[src/rtl/cp0_pkg.sv]
// Shared CP0 definitions: register numbers, exception codes, field bit positions
// and the exception vector.
package cp0_pkg;

    localparam logic [4:0] CP0_BADVADDR = 5'd8;
    localparam logic [4:0] CP0_COUNT    = 5'd9;
    localparam logic [4:0] CP0_COMPARE  = 5'd11;
    localparam logic [4:0] CP0_STATUS   = 5'd12;
    localparam logic [4:0] CP0_CAUSE    = 5'd13;
    localparam logic [4:0] CP0_EPC      = 5'd14;

    localparam logic [31:0] EXC_INT     = 32'h1;
    localparam logic [31:0] EXC_ADEL    = 32'h4;
    localparam logic [31:0] EXC_ADES    = 32'h5;
    localparam logic [31:0] EXC_SYSCALL = 32'h8;
    localparam logic [31:0] EXC_BREAK   = 32'h9;
    localparam logic [31:0] EXC_RI      = 32'ha;
    localparam logic [31:0] EXC_OVF     = 32'hc;
    localparam logic [31:0] EXC_ERET    = 32'he;

    localparam int STATUS_IE  = 0;
    localparam int STATUS_EXL = 1;
    localparam int STATUS_BEV = 22;
    localparam int CAUSE_BD   = 31;
    localparam int CAUSE_TI   = 30;

    localparam logic [31:0] EXC_VECTOR   = 32'hBFC0_0380;
    localparam logic [31:0] STATUS_RESET = 32'h0040_0000;

    function automatic logic is_addr_exc(input logic [31:0] code);
        return (code == EXC_ADEL) || (code == EXC_ADES);
    endfunction

endpackage

[src/rtl/cp0_timer.sv]
// CP0 Count/Compare timer: Count advances every second clock, TI raised on match
// and cleared by any write to Compare.
module cp0_timer
    import cp0_pkg::*;
(
    input  logic        clk,
    input  logic        rst,
    input  logic        we,
    input  logic [4:0]  waddr,
    input  logic [31:0] wdata,
    output logic [31:0] count,
    output logic [31:0] compare,
    output logic        ti
);

    logic        tick_reg;
    logic [31:0] count_reg;
    logic [31:0] compare_reg;
    logic        ti_reg;

    always_ff @(posedge clk) begin
        if (!rst) begin
            tick_reg    <= 1'b0;
            count_reg   <= 32'd0;
            compare_reg <= 32'd0;
            ti_reg      <= 1'b0;
        end else begin
            tick_reg <= ~tick_reg;
            // A software write to Count replaces this cycle's increment.
            if (we && waddr == CP0_COUNT)
                count_reg <= wdata;
            else if (tick_reg)
                count_reg <= count_reg + 32'd1;

            if (we && waddr == CP0_COMPARE) begin
                compare_reg <= wdata;
                ti_reg      <= 1'b0;
            end else if (compare_reg != 32'd0 && count_reg == compare_reg) begin
                ti_reg <= 1'b1;
            end
        end
    end

    assign count   = count_reg;
    assign compare = compare_reg;
    assign ti      = ti_reg;

endmodule

[src/rtl/cp0_reg.sv]
// CP0 register file: exception entry/return, MTC0/MFC0 access and interrupt pending bits.
// Optional Count/Compare timer is built when CP0_TIMER_EN is defined.
module cp0_reg
    import cp0_pkg::*;
(
    input  logic        clk,
    input  logic        rst,
    input  logic [31:0] exception_type,
    input  logic [31:0] pc,
    input  logic        in_delayslot,
    input  logic [31:0] bad_addr,
    input  logic        we,
    input  logic [4:0]  waddr,
    input  logic [31:0] wdata,
    input  logic [4:0]  raddr,
    output logic [31:0] rdata,
    input  logic [5:0]  int_i,
    output logic [31:0] status_o,
    output logic [31:0] cause_o,
    output logic [31:0] epc_o,
    output logic        flush,
    output logic [31:0] new_pc,
    output logic        timer_int_o
);

    logic        exc;
    logic        eret;
    logic        wr;

    logic [7:0]  im_reg;
    logic        exl_reg;
    logic        ie_reg;
    logic        bd_reg;
    logic [5:0]  ip_hw_reg;
    logic [1:0]  ip_sw_reg;
    logic [4:0]  exccode_reg;
    logic [31:0] epc_reg;
    logic [31:0] badvaddr_reg;

    logic [31:0] count;
    logic [31:0] compare;
    logic        ti;

    assign exc  = (exception_type != 32'd0);
    assign eret = (exception_type == EXC_ERET);
    // Any exception, ERET included, swallows a same-cycle MTC0.
    assign wr   = we && !exc;

`ifdef CP0_TIMER_EN
    cp0_timer u_timer (
        .clk     (clk),
        .rst     (rst),
        .we      (wr),
        .waddr   (waddr),
        .wdata   (wdata),
        .count   (count),
        .compare (compare),
        .ti      (ti)
    );
`else
    assign count   = 32'd0;
    assign compare = 32'd0;
    assign ti      = 1'b0;
`endif

    always_ff @(posedge clk) begin
        if (!rst) begin
            im_reg       <= 8'd0;
            exl_reg      <= 1'b0;
            ie_reg       <= 1'b0;
            bd_reg       <= 1'b0;
            ip_hw_reg    <= 6'd0;
            ip_sw_reg    <= 2'd0;
            exccode_reg  <= 5'd0;
            epc_reg      <= 32'd0;
            badvaddr_reg <= 32'd0;
        end else begin
            ip_hw_reg <= {int_i[5] | ti, int_i[4:0]};
            if (exc) begin
                if (eret) begin
                    exl_reg <= 1'b0;
                end else begin
                    exl_reg     <= 1'b1;
                    exccode_reg <= (exception_type == EXC_INT) ? 5'd0 : exception_type[4:0];
                    // Nested exceptions keep the original return point.
                    if (!exl_reg) begin
                        bd_reg  <= in_delayslot;
                        epc_reg <= in_delayslot ? (pc - 32'd4) : pc;
                    end
                    if (is_addr_exc(exception_type))
                        badvaddr_reg <= bad_addr;
                end
            end else if (wr) begin
                case (waddr)
                    CP0_STATUS: begin
                        im_reg  <= wdata[15:8];
                        exl_reg <= wdata[STATUS_EXL];
                        ie_reg  <= wdata[STATUS_IE];
                    end
                    CP0_CAUSE: ip_sw_reg <= wdata[9:8];
                    CP0_EPC:   epc_reg   <= wdata;
                    default: ;
                endcase
            end
        end
    end

    assign status_o = {9'd0, 1'b1, 6'd0, im_reg, 6'd0, exl_reg, ie_reg};
    assign cause_o  = {bd_reg, ti, 14'd0, ip_hw_reg, ip_sw_reg, 1'b0, exccode_reg, 2'b00};
    assign epc_o    = epc_reg;

    always_comb begin
        rdata = 32'd0;
        case (raddr)
            CP0_BADVADDR: rdata = badvaddr_reg;
            CP0_COUNT:    rdata = count;
            CP0_COMPARE:  rdata = compare;
            CP0_STATUS:   rdata = status_o;
            CP0_CAUSE:    rdata = cause_o;
            CP0_EPC:      rdata = epc_reg;
            default:      rdata = 32'd0;
        endcase
    end

    assign flush       = exc;
    assign new_pc      = eret ? epc_reg : EXC_VECTOR;
    assign timer_int_o = ti;

endmodule

[config.mk]
export PLATFORM = sky130hd
export DESIGN_NAME = cp0_reg
export DESIGN_NICKNAME = d
export VERILOG_FILES = /design/src/rtl/cp0_pkg.sv /design/src/rtl/cp0_timer.sv /design/src/rtl/cp0_reg.sv
export SDC_FILE = /design/constraint.sdc
export NUM_CORES = 1
export LEC_CHECK = 0
export CAP_MARGIN = 40
export CORE_AREA = 2 2 119 121
export DETAILED_ROUTE_END_ITERATION = 6
export DIE_AREA = 0 0 121 123
export GPL_ROUTABILITY_DRIVEN = 0
export GPL_TIMING_DRIVEN = 0
export PLACE_DENSITY_LB_ADDON = 0.12
export REMOVE_ABC_BUFFERS = 1
export SYNTH_ARGS = -nofsm -noshare
export SYNTH_HDL_FRONTEND = slang
export SYNTH_SLANG_ARGS = --single-unit
[constraint.sdc]
create_clock -name clk -period 3.95 [get_ports clk]
set_clock_uncertainty 0.2 [all_clocks]
set_input_delay 0.9875 -clock clk [delete_from_list [all_inputs] [get_ports clk]]
set_output_delay 0.9875 -clock clk [all_outputs]
set_load 0.01 [all_outputs]
==> metrics.md, run 1 <==
| Metric | Value |
|---|---|
| Async S/R FF share, synth | 0% |
| # clock sinks | slightly below 90 |
| Worst setup SP type | primary input |
| Main area contributors after synthesis | dfxtp_1 (35%), nand2_1 (8.0%), buf_4 (6.5%) |
| Routed len/inst | between 15 and 20 um |
| M2 GR Usage | 48.9% |
| Final setup fails | 10 |
| Largest family of logic cells by synthesized area | simple AND/OR/NAND/NOR gates |
| Hold path startpoint | badvaddr_reg[9] |
| Pin count of the biggest net entering global routing | 36 |
| Most used cell, CP | buf_6 |
| GRT Max-Usage Layer | met2 |
| Antenna cells | 0 |
| Hold Path Depth | 2 |
| GRT overflow | 0 |
| Total track usage | between 20 and 30% |
| Share of cells above drive strength 1 | between 10% and 20% |
| Largest stage delay, worst path | around 0.58 ns |
| Starting Density | a little under two fifths |
| Vias in the first global route | about 5700 |
| Post-synth EDFFs | 0 |
| Placement Cell Area | 0.00781 mm2 |
| Count of cell types in the netlist | 53 |
| Status | complete, but fails checks |
| DIE HEIGHT | around 120 um |
| Worst EP required | ~2.8 ns |
| Met3 usage | roughly 8.7% |
| Drt total wl | 20900 um |
| Pre-CTS worst setup slack | -0.983 ns |
| Clk Latency, worst-skew pair | around 0.34 ns |
| End of the worst register-to-register path | epc_o[28] |
| YS warnings | 0 |
| Syn Area/Cell | 7.92 um2 |
| Slew HR | between 50% and 60% |
| Worst reg-to-reg setup slack | around 2.1 ns |
| Starting DRT DRC Count | 318 |
| Main synth FF type | dfxtp_1 |
| Post-Synth Simple-Gate Area | between 20 and 30% |
| Largest area contributor in the netlist | dfxtp_1 |
| Count of input and output buffers | 268 |
| Post-synth top cells | nand2_1 (108), dfxtp_1 (88), a21oi_1 (49) |
| Max Slew Vio Count | 0 |
| Post-synthesis mux area share | under 10% |
| Worst-case reg-to-reg path depth | 4 |
| DP Wirelength | ~15000 um |
| Root Buffer Master | clkbuf_16 |
| Worst Setup End Kind | output port |
| Post-Synth Adder-Cell Area | less than 1% |
| Synth Cell Area | 0.00505 mm2 |
| I/O pins | 310 |
| Critical path class | in2out |
| Endpoints failing hold | 0 |
| Hold/Removal Path Class | reg2reg |
| CTS tree | done |
| Worst-path clk slew | ~0.060 ns |
| Width of the die | 121 um |
| Core footprint | 0.0136 mm2 |
| MaxCap Viol Count | 0 |
| Die area | between 0.01 and 0.015 mm2 |
| Antenna-violating nets left | 0 |
| Vias | roughly 5800 |
| Synth Area in XOR/XNOR | between 4 and 5% |
| Final nets | between 1000 and 1500 |
| CTS Buffer Depth | 2 |
| Area share of the leading cell type in the synthesized netlist | 34.9% |
| Global-route wire length before repair | approximately 31000 um |
| RSZ-0062 raised after global routing | yes |
| PnR worst setup slack | -0.0256 ns |
| Layout fillers | 1226 |
| DR pass1 iterations | 7 |
| Leak Pwr | approximately 0.0035 uW |
| Critical-path top delay cell | clkdlybuf4s50_1 |
| Num rows | between 40 and 50 |
| Post-route cell area | 0.00847 mm2 |
| GR Util met1 | a little under a third |
| Crit path max fanout | 6 |
| Cts bufs inserted | 9 |
| Hold worst-path end | badvaddr_reg[9] |
| Hold buffers post-CTS | 0 |
| Compound-gate portion of the synthesized area | 18.0% |
| Max frequency | about 250 MHz |
| Register area share after synthesis | approximately a third |
| Synthesis-to-layout area growth | 67.8% |
| Actual slew at the worst max-slew pin | 0.705 ns |
| CP Data Arrival Time | roughly 2.8 ns |
| FF-to-FF Start | exl_reg |
| Most common cell in the netlist | nand2_1 |
| Via-per-instance ratio | about 5.2 |
| Total power divided by cell area | 249 mW/mm2 |
| Initial antenna violation count | 0 |
| Register bit total from synthesis | a little under 90 |
| Period utilization | 101% |
| H-tree Lvls | 3 |
| VDD IR max | 0.000229 V |
| CP cell instances | clkdlybuf4s50_1 > nand3_1 > nor2_2 > and3_4 > buf_4 > buf_6 > buf_16 > and2_4 > buf_6 |
| Min Tclk post-route | roughly 4.0 ns |
| Drc violations | 2 |
| Failing checks | DRC, setup timing |
| Synth Instances | about 640 |
==> per-layer routing <==
metal / part of all wire (%) / wire [um]
met1: 39 / 8130
met2: 51 / 10600
met3: 8.3 / 1730
met4: 2.1 / 431
met5: 0 / 0
==> logic make-up (layout without fill, tap and decap cells) <==
logic type	after synthesis	count (layout)
AOI/OAI and AO/OA	130	130
xor gates and xnor gates	28	28
adders and majority gates	1	1
buffers and inverters	98	354
DFF	88	88
muxes	19	19
other	2	41
and+or+nand+nor	271	271
==> report_power, final <==
group | leakage, uW | total, uW | switching [uW] | internal, uW
Sequential | 0.000719 | 943 | 29.1 | 914
Combinational | 0.00263 | 382 | 160 | 223
Clock | 0.000126 | 788 | 362 | 426
==> final cells by class <==
type,instances,area (um2),area share [%]
multi-input cells,490,3020,35.6
well taps,180,225,2.66
repair buffers,323,3110,36.7
clock buffers,11,233,2.75
repair inverters,1,8.76,0.103
inverters,14,78.8,0.930
flip-flops and latches,88,1760,20.8
clock inverters,5,33.8,0.399
==> stage by stage <==
stage          utilization [%]  hold slack, ns  total power, uW  TNS [ns]  std cells
6_report                  62.2           0.259             2110    -0.194       1112
3_3_place_gp              55.8           0.242             1320   -217.27       1040
2_1_floorplan                -           0.236             1070    -33.90        592
3_5_place_dp              57.4           0.249             1330    -60.20       1055
4_1_cts                   62.1           0.257             2120    -0.242       1109
5_1_grt                   62.2           0.275             2190    -0.422       1112
==> timing repair <==
item | 4_1_cts | 5_1_grt
resized for setup | 265 | 26
endpoints found under the setup margin | 94 | 42
setup buffers | 34 | 7
cloned | 5 | 0
pin swaps | 20 | 10
==> worst max path at each step <==
stage	start	end	slack, ns	cells past startpoint
4_1_cts	raddr[4]	rdata[0]	-0.07	9
3_5_place_dp	exception_type[10]	new_pc[4]	-0.98	7
2_1_floorplan	raddr[1]	rdata[31]	-1.25	3
3_3_place_gp	raddr[0]	rdata[31]	-4.46	5
6_report	exception_type[2]	new_pc[16]	-0.03	9
5_1_grt	exception_type[9]	new_pc[12]	-0.05	9
==> cells in the final DEF, fill, tap and decap left out, types with 15 or more instances in the layout <==
cell | synthesis | layout
a21oi_1 | 49 | 49
a22o_1 | 15 | 15
a22oi_1 | 18 | 15
and2_1 | 26 | 21
buf_2 | 5 | 29
buf_4 | 44 | 30
buf_6 | 2 | 20
clkdlybuf4s50_1 | 0 | 172
conb_1 | 2 | 41
dfxtp_1 | 88 | 88
dlygate4sd2_1 | 0 | 36
mux2i_1 | 19 | 19
nand2_1 | 108 | 108
nand3_1 | 16 | 16
nor2_1 | 34 | 33
==> worst max-delay path: cells and delay by family <==
family	cells	cell delay, ns
buffers and inverters	5	1.02
and+or+nand+nor	4	0.77
No activity file was read; power rests on OpenSTA's default activity.
==> inputs of run 2 (changes only) <==
- CAP_MARGIN: 40 -> default
- PLACE_DENSITY: default -> 0.81
- PLACE_DENSITY_LB_ADDON: 0.12 -> default
==> run 2 against run 1 <==
  * The run now ends clean
  * Sequential share of layout area shrank 0.083 points
  * Worst setup slack gained 0.045 ns
  * Maximum frequency grew 1.1%
  * Sequential cell count is the same
  * Via count grew 1.6%
  * Critical path type unchanged
==> metrics.md, run 2 (synthesized netlist as in run 1, its figures left out) <==
| Metric | Value |
|---|---|
| Core footprint | 0.0136 mm2 (unchanged) |
| Worst setup SP type | primary input |
| DIE HEIGHT | 123 um (unchanged) |
| Antenna cells | 0 (unchanged) |
| Status | finished clean |
| Starting DRT DRC Count | 299 (-6.0%) |
| Actual slew at the worst max-slew pin | 1.23 ns (+0.522 ns) |
| Min Tclk post-route | 3.93 ns (-0.0447 ns) |
| Count of input and output buffers | 268 (unchanged) |
| Non-Filler Instances | 1121 (+0.81%) |
| Final setup fails | 0 (-10) |
| FF-to-FF Start | exl_reg |
| Pin count of the biggest net entering global routing | 65 (+81%) |
| Hold Slack | 0.255 ns (-0.00378 ns) |
| Critical path class | in2out |
| Initial antenna violation count | 1 (+1) |
| Max frequency | 254 MHz (+1.1%) |
| Slew HR | 18.0% (-35 points) |
| Total power divided by cell area | 266 mW/mm2 (+6.8%) |
| Max Slew Vio Count | 0 (unchanged) |
| Hold/Removal Path Class | reg2reg |
| Total track usage | 26.3% (-1.1 points) |
| Hold Path Depth | 2 (unchanged) |
| CP Data Arrival Time | 2.74 ns (-0.05 ns) |
| Drc violations | 0 (-2) |
| End of the worst register-to-register path | epc_o[25] |
| Vias | 5904 (+1.6%) |
| Period utilization | 99.5% (-1.1 points) |
| Commonest non-fill, non-tap cell in the layout | clkdlybuf4s50_1 |
| Worst-case reg-to-reg path depth | 4 (unchanged) |
| Crit path max fanout | 6 (unchanged) |
| CTS tree | done |
| Leak Pwr | 0.00348 uW (+0.27%) |
| Vias in the first global route | 5495 (-4.3%) |
| Worst EP required | 2.76 ns (about the same) |
| Endpoints failing hold | 0 (unchanged) |
| H-tree Lvls | 3 (unchanged) |
| Antenna-violating nets left | 0 (unchanged) |
| RSZ-0062 raised after global routing | yes |
| Global-route wire length before repair | 30100 um (-3.8%) |
| Worst Setup End Kind | output port |
| Clk Latency, worst-skew pair | 0.34 ns (about the same) |
| VDD IR max | 0.000165 V (-28%) |
| Final setup TNS | 0 ns (+0.194 ns) |
| Worst-path clk slew | 0.06 ns (about the same) |
| Post-route core utilization | 62.5% (+0.25 points) |
| Placed Cells | 1047 (-0.76%) |
| DR pass1 iterations | 4 (-3) |
| Width of the die | 121 um (unchanged) |
| Root Buffer Master | clkbuf_16 |
| Num rows | 43 (unchanged) |
| GRT overflow | 0 (unchanged) |
| Via-per-instance ratio | 5.27 (+0.77%) |
| Cts bufs inserted | 9 (unchanged) |
| Share of cells above drive strength 1 | 17.4% (+1.0 points) |
| Final Total Pwr | 2270 uW (+7.2%) |
| Hold worst-path end | badvaddr_reg[13] |
| DP Wirelength | 13900 um (-7.0%) |
| Synthesis-to-layout area growth | 68.5% |
| Drt total wl | 20900 um (-0.11%) |
| Final nets | 1086 (+0.93%) |
| Worst reg-to-reg setup slack | 1.98 ns (-0.14 ns) |
| Most frequent cells in the layout | clkdlybuf4s50_1 (176), nand2_1 (108), dfxtp_1 (88) |
| Die area | 0.0149 mm2 (unchanged) |
| I/O pins | 310 (unchanged) |
| Routed len/inst | 18.6 um (-0.91%) |
| MaxCap Viol Count | 0 (unchanged) |
| Hold path startpoint | badvaddr_reg[13] |
| # clock sinks | 88 (unchanged) |
| CTS Buffer Depth | 2 (unchanged) |
| Starting Density | 37.1% (unchanged) |
==> run 2: area by class of cell <==
class / count / area (um2)
clock buffers: 12 / 256
clock inverters: 3 / 65.1
fillers: 1249 / 5110
inverters: 14 / 78.8
multi-input cells: 494 / 3080
flip-flops and latches: 88 / 1760
well taps: 180 / 225
repair buffers: 329 / 3020
repair inverters: 1 / 11.3
==> run 2: critical path: stages <==
cell,delay (ns)
clkdlybuf4s50_1,0.46
nand3b_1,0.16
buf_4,0.14
nor3b_4,0.05
buf_6,0.16
buf_4,0.14
buf_4,0.12
a222oi_1,0.30
inv_1,0.08
buf_2,0.15
==> run 2: repair_timing <==
| action | 4_1_cts | 5_1_grt |
|---|---|---|
| resized for setup | 191 | 88 |
| hold buffers | 0 | 0 |
| cloned | 4 | 1 |
| endpoints found under the setup margin | 129 | 77 |
| buffers inserted | 44 | 12 |
| pin swaps | 21 | 9 |
==> run 2: how the worst max path moves through the flow <==
stage	startpoint	endpoint	slack, ns	cells past startpoint
final	raddr[4]	rdata[6]	0.02	10
after global routing	raddr[4]	rdata[6]	-0.07	10
after CTS	raddr[4]	rdata[6]	-0.01	10
after detailed placement	exception_type[10]	new_pc[10]	-1.39	6
after global placement	raddr[0]	rdata[31]	-4.48	5
after floorplan	raddr[1]	rdata[31]	-1.25	3
==> run 2: stage by stage <==
stage                     worst slack (ns)  instance area (um2)
final                               0.0191                 8510
after global routing               -0.0737                 8510
after CTS                          -0.0101                 8500
after detailed placement             -1.39                 7690
after global placement               -4.48                 7600
after floorplan                      -1.25                 4690
==> run 2: per-layer routing <==
layer | track usage, % | wire, um | vias up
li1 | - | - | 2776
met1 | 32.3 | 8560 | 2841
met2 | 46.3 | 10500 | 268
met3 | 5.40 | 1510 | 19
met4 | 7.99 | 341 | 0
met5 | 0 | 0 | -
==> run 2: report_power, final <==
part	total, uW	switching [uW]	internal (uW)
Combinational	380	162	219
Clock	942	358	585
Sequential	943	29.1	914
Total	2270	548	1720
==> inputs of run 3 (changes only) <==
- CELL_PAD_IN_SITES_DETAIL_PLACEMENT: default -> 1
- CELL_PAD_IN_SITES_GLOBAL_PLACEMENT: default -> 2
- CORE_AREA: 2 2 119 121 -> 4 4 168 170
- DIE_AREA: 0 0 121 123 -> 0 0 172 174
- PLACE_DENSITY: 0.81 -> default
- PLACE_DENSITY_LB_ADDON: default -> 0.1
==> run 3 against run 2 <==
  * Critical path depth decreased by 4
  * Maximum frequency rose by 0.95%
  * Register-to-register slack lost 0.04 ns
  * Hold slack gained 0.0037 ns
  * Count of clock-buffer cells in the layout fell by 2
  * Power fell by 0.81%
  * Sequential share of layout area decreased by 0.67 points
==> metrics.md, run 3 (synthesized netlist as in run 1, its figures left out) <==
| Metric | Value |
|---|---|
| Leak Pwr | 0.00351 uW (+0.71%) |
| Post-route core utilization | 32.9% (-30 points) |
| Starting Density | 18.9% (-18 points) |
| Worst setup path start | exception_type[3] |
| Final Total Pwr | 2250 uW (-0.81%) |
| Max frequency | 257 MHz (+0.95%) |
| Worst setup SP type | primary input |
| Worst Setup End Kind | output port |
| Hold/Removal Path Class | reg2reg |
| Vias | 5740 (-2.8%) |
| Period utilization | 98.6% (-0.94 points) |
| I/O pins | 310 (unchanged) |
| VDD IR max | 0.000128 V (-22%) |
| Slew HR | 33.4% (+15 points) |
| DR pass1 iterations | 6 (+2) |
| Routed len/inst | 20.2 um (+8.6%) |
| CTS Buffer Depth | 2 (unchanged) |
| Root Buffer Master | clkbuf_16 |
| Worst-case reg-to-reg path depth | 4 (unchanged) |
| Vias in the first global route | 5986 (+8.9%) |
| Most frequent cells in the layout | clkdlybuf4s50_1 (172), nand2_1 (108), dfxtp_1 (88) |
| FF-to-FF Start | exl_reg |
| Cts bufs inserted | 9 (unchanged) |
| Status | finished clean |
| Commonest non-fill, non-tap cell in the layout | clkdlybuf4s50_1 |
| Hold Slack | 0.259 ns (+0.00371 ns) |
| Global-route wire length before repair | 37400 um (+24%) |
| RSZ-0062 raised after global routing | no |
| Share of cells above drive strength 1 | 15.7% (-1.7 points) |
| Via-per-instance ratio | 4.51 (-14%) |
| Die area | 0.0299 mm2 (+100%) |
| CP Data Arrival Time | 2.71 ns (-0.03 ns) |
| DP Wirelength | 18200 um (+31%) |
| Crit path to | flush |
| Clk Latency, worst-skew pair | 0.34 ns (about the same) |
| Layout fillers | 3148 (+150%) |
| Endpoints failing hold | 0 (unchanged) |
| Drc violations | 0 (unchanged) |
| Post-route cell area | 0.00879 mm2 (+3.4%) |
| Initial antenna violation count | 0 (-1) |
| Placement Cell Area | 0.00792 mm2 (+2.9%) |
| Crit path max fanout | 7 (+1) |
| GRT overflow | 0 (unchanged) |
| Placed Cells | 1210 (+16%) |
| Worst EP required | 2.76 ns (about the same) |
| Antenna cells | 0 (unchanged) |
| # clock sinks | 88 (unchanged) |
| Critical path class | in2out |
| Final setup fails | 0 (unchanged) |
| Antenna-violating nets left | 0 (unchanged) |
| Core footprint | 0.0267 mm2 (+96%) |
| End of the worst register-to-register path | epc_o[17] |
| H-tree Lvls | 3 (unchanged) |
| Total power divided by cell area | 256 mW/mm2 (-4.0%) |
| Starting DRT DRC Count | 277 (-7.4%) |
| Count of input and output buffers | 268 (unchanged) |
| MaxCap Viol Count | 0 (unchanged) |
| Pin count of the biggest net entering global routing | 65 (unchanged) |
| Non-Filler Instances | 1272 (+13%) |
| CTS tree | done |
| Min Tclk post-route | 3.89 ns (-0.0370 ns) |
| Final nets | 1075 (-1.0%) |
| DIE HEIGHT | 174 um (+41%) |
| Total track usage | 16.3% (-10 points) |
| Num rows | 60 (+40%) |
| Max Slew Vio Count | 0 (unchanged) |
| Worst reg-to-reg setup slack | 1.94 ns (-0.04 ns) |
| Synthesis-to-layout area growth | 74.2% |
| Hold path startpoint | badvaddr_reg[0] |
| Drt total wl | 25700 um (+23%) |
| Actual slew at the worst max-slew pin | 0.996 ns (-0.231 ns) |
| Worst-path clk slew | 0.06 ns (about the same) |
| Hold Path Depth | 2 (unchanged) |
| Width of the die | 172 um (+42%) |
run 3: changes by cell type in the layout (fill, tap and decap cells not counted), moves of 3 or more:
cell | previous run | this run
clkdlybuf4s50_1 | 176 | 172
buf_2 | 12 | 28
buf_4 | 41 | 26
and3_4 | 5 | 2
clkdlybuf4s15_2 | 0 | 3
buf_6 | 16 | 13
clkbuf_2 | 35 | 6
buf_12 | 7 | 10
buf_8 | 1 | 6
dlygate4sd2_1 | 24 | 39
run 3: per-layer routing:
metal,wire length (um),track usage [%],vias to the layer above
met4,328,4.29,0
met3,1650,3.18,16
li1,-,-,2750
met1,11100,20.7,2757
met2,12600,28.2,217
met5,0,0,-
run 3: timing repair:
item                                    CTS  global route
cloned                                    3             1
pin swaps                                17             7
hold buffers                              0             0
resized for setup                       256            24
endpoints found under the setup margin  129            85
buffers inserted                         35             9
run 3: layout make-up:
class,instances,area (um2),share of cell area (%)
Timing Repair Buffer,321,3120,35.5
Multi-Input combinational cell,491,3080,35.0
Sequential cell,88,1760,20.0
Tap cell,341,427,4.85
Clock buffer,10,239,2.72
Inverter,14,80.1,0.911
Clock inverter,6,67.6,0.769
Timing Repair inverter,1,11.3,0.128
run 3: worst min-delay path by stage:
stage | end | slack [ns]
after floorplan | badvaddr_reg[0] | 0.24
after global placement | badvaddr_reg[6] | 0.24
after detailed placement | badvaddr_reg[31] | 0.25
after CTS | badvaddr_reg[31] | 0.26
after global routing | badvaddr_reg[0] | 0.28
final | badvaddr_reg[0] | 0.26
run 3: where the power goes:
group / leakage [uW] / internal, uW / total [uW] / switching [uW]
Sequential: 0.000719 / 914 / 943 / 29.1
Clock: 0.000145 / 511 / 913 / 402
Combinational: 0.00264 / 223 / 392 / 170
Total: 0.00351 / 1650 / 2250 / 601
run 3: worst max-delay path, cell delays in order:
cell and delay, ns:
clkdlybuf4s50_1 0.48, or4_4 0.62, nor3_4 0.26, buf_12 0.17, clkinv_16 0.06, buf_6 0.12
run 3: per-stage QoR:
| step | worst slack (ns) | TNS [ns] |
|---|---|---|
| 3_5_place_dp | -1.17 | -100.02 |
| 4_1_cts | -0.0430 | -0.438 |
| 5_1_grt | 0.000482 | 0 |
| 6_report | 0.0561 | 0 |
| 2_1_floorplan | -1.25 | -33.90 |
| 3_3_place_gp | -5.25 | -269.26 |
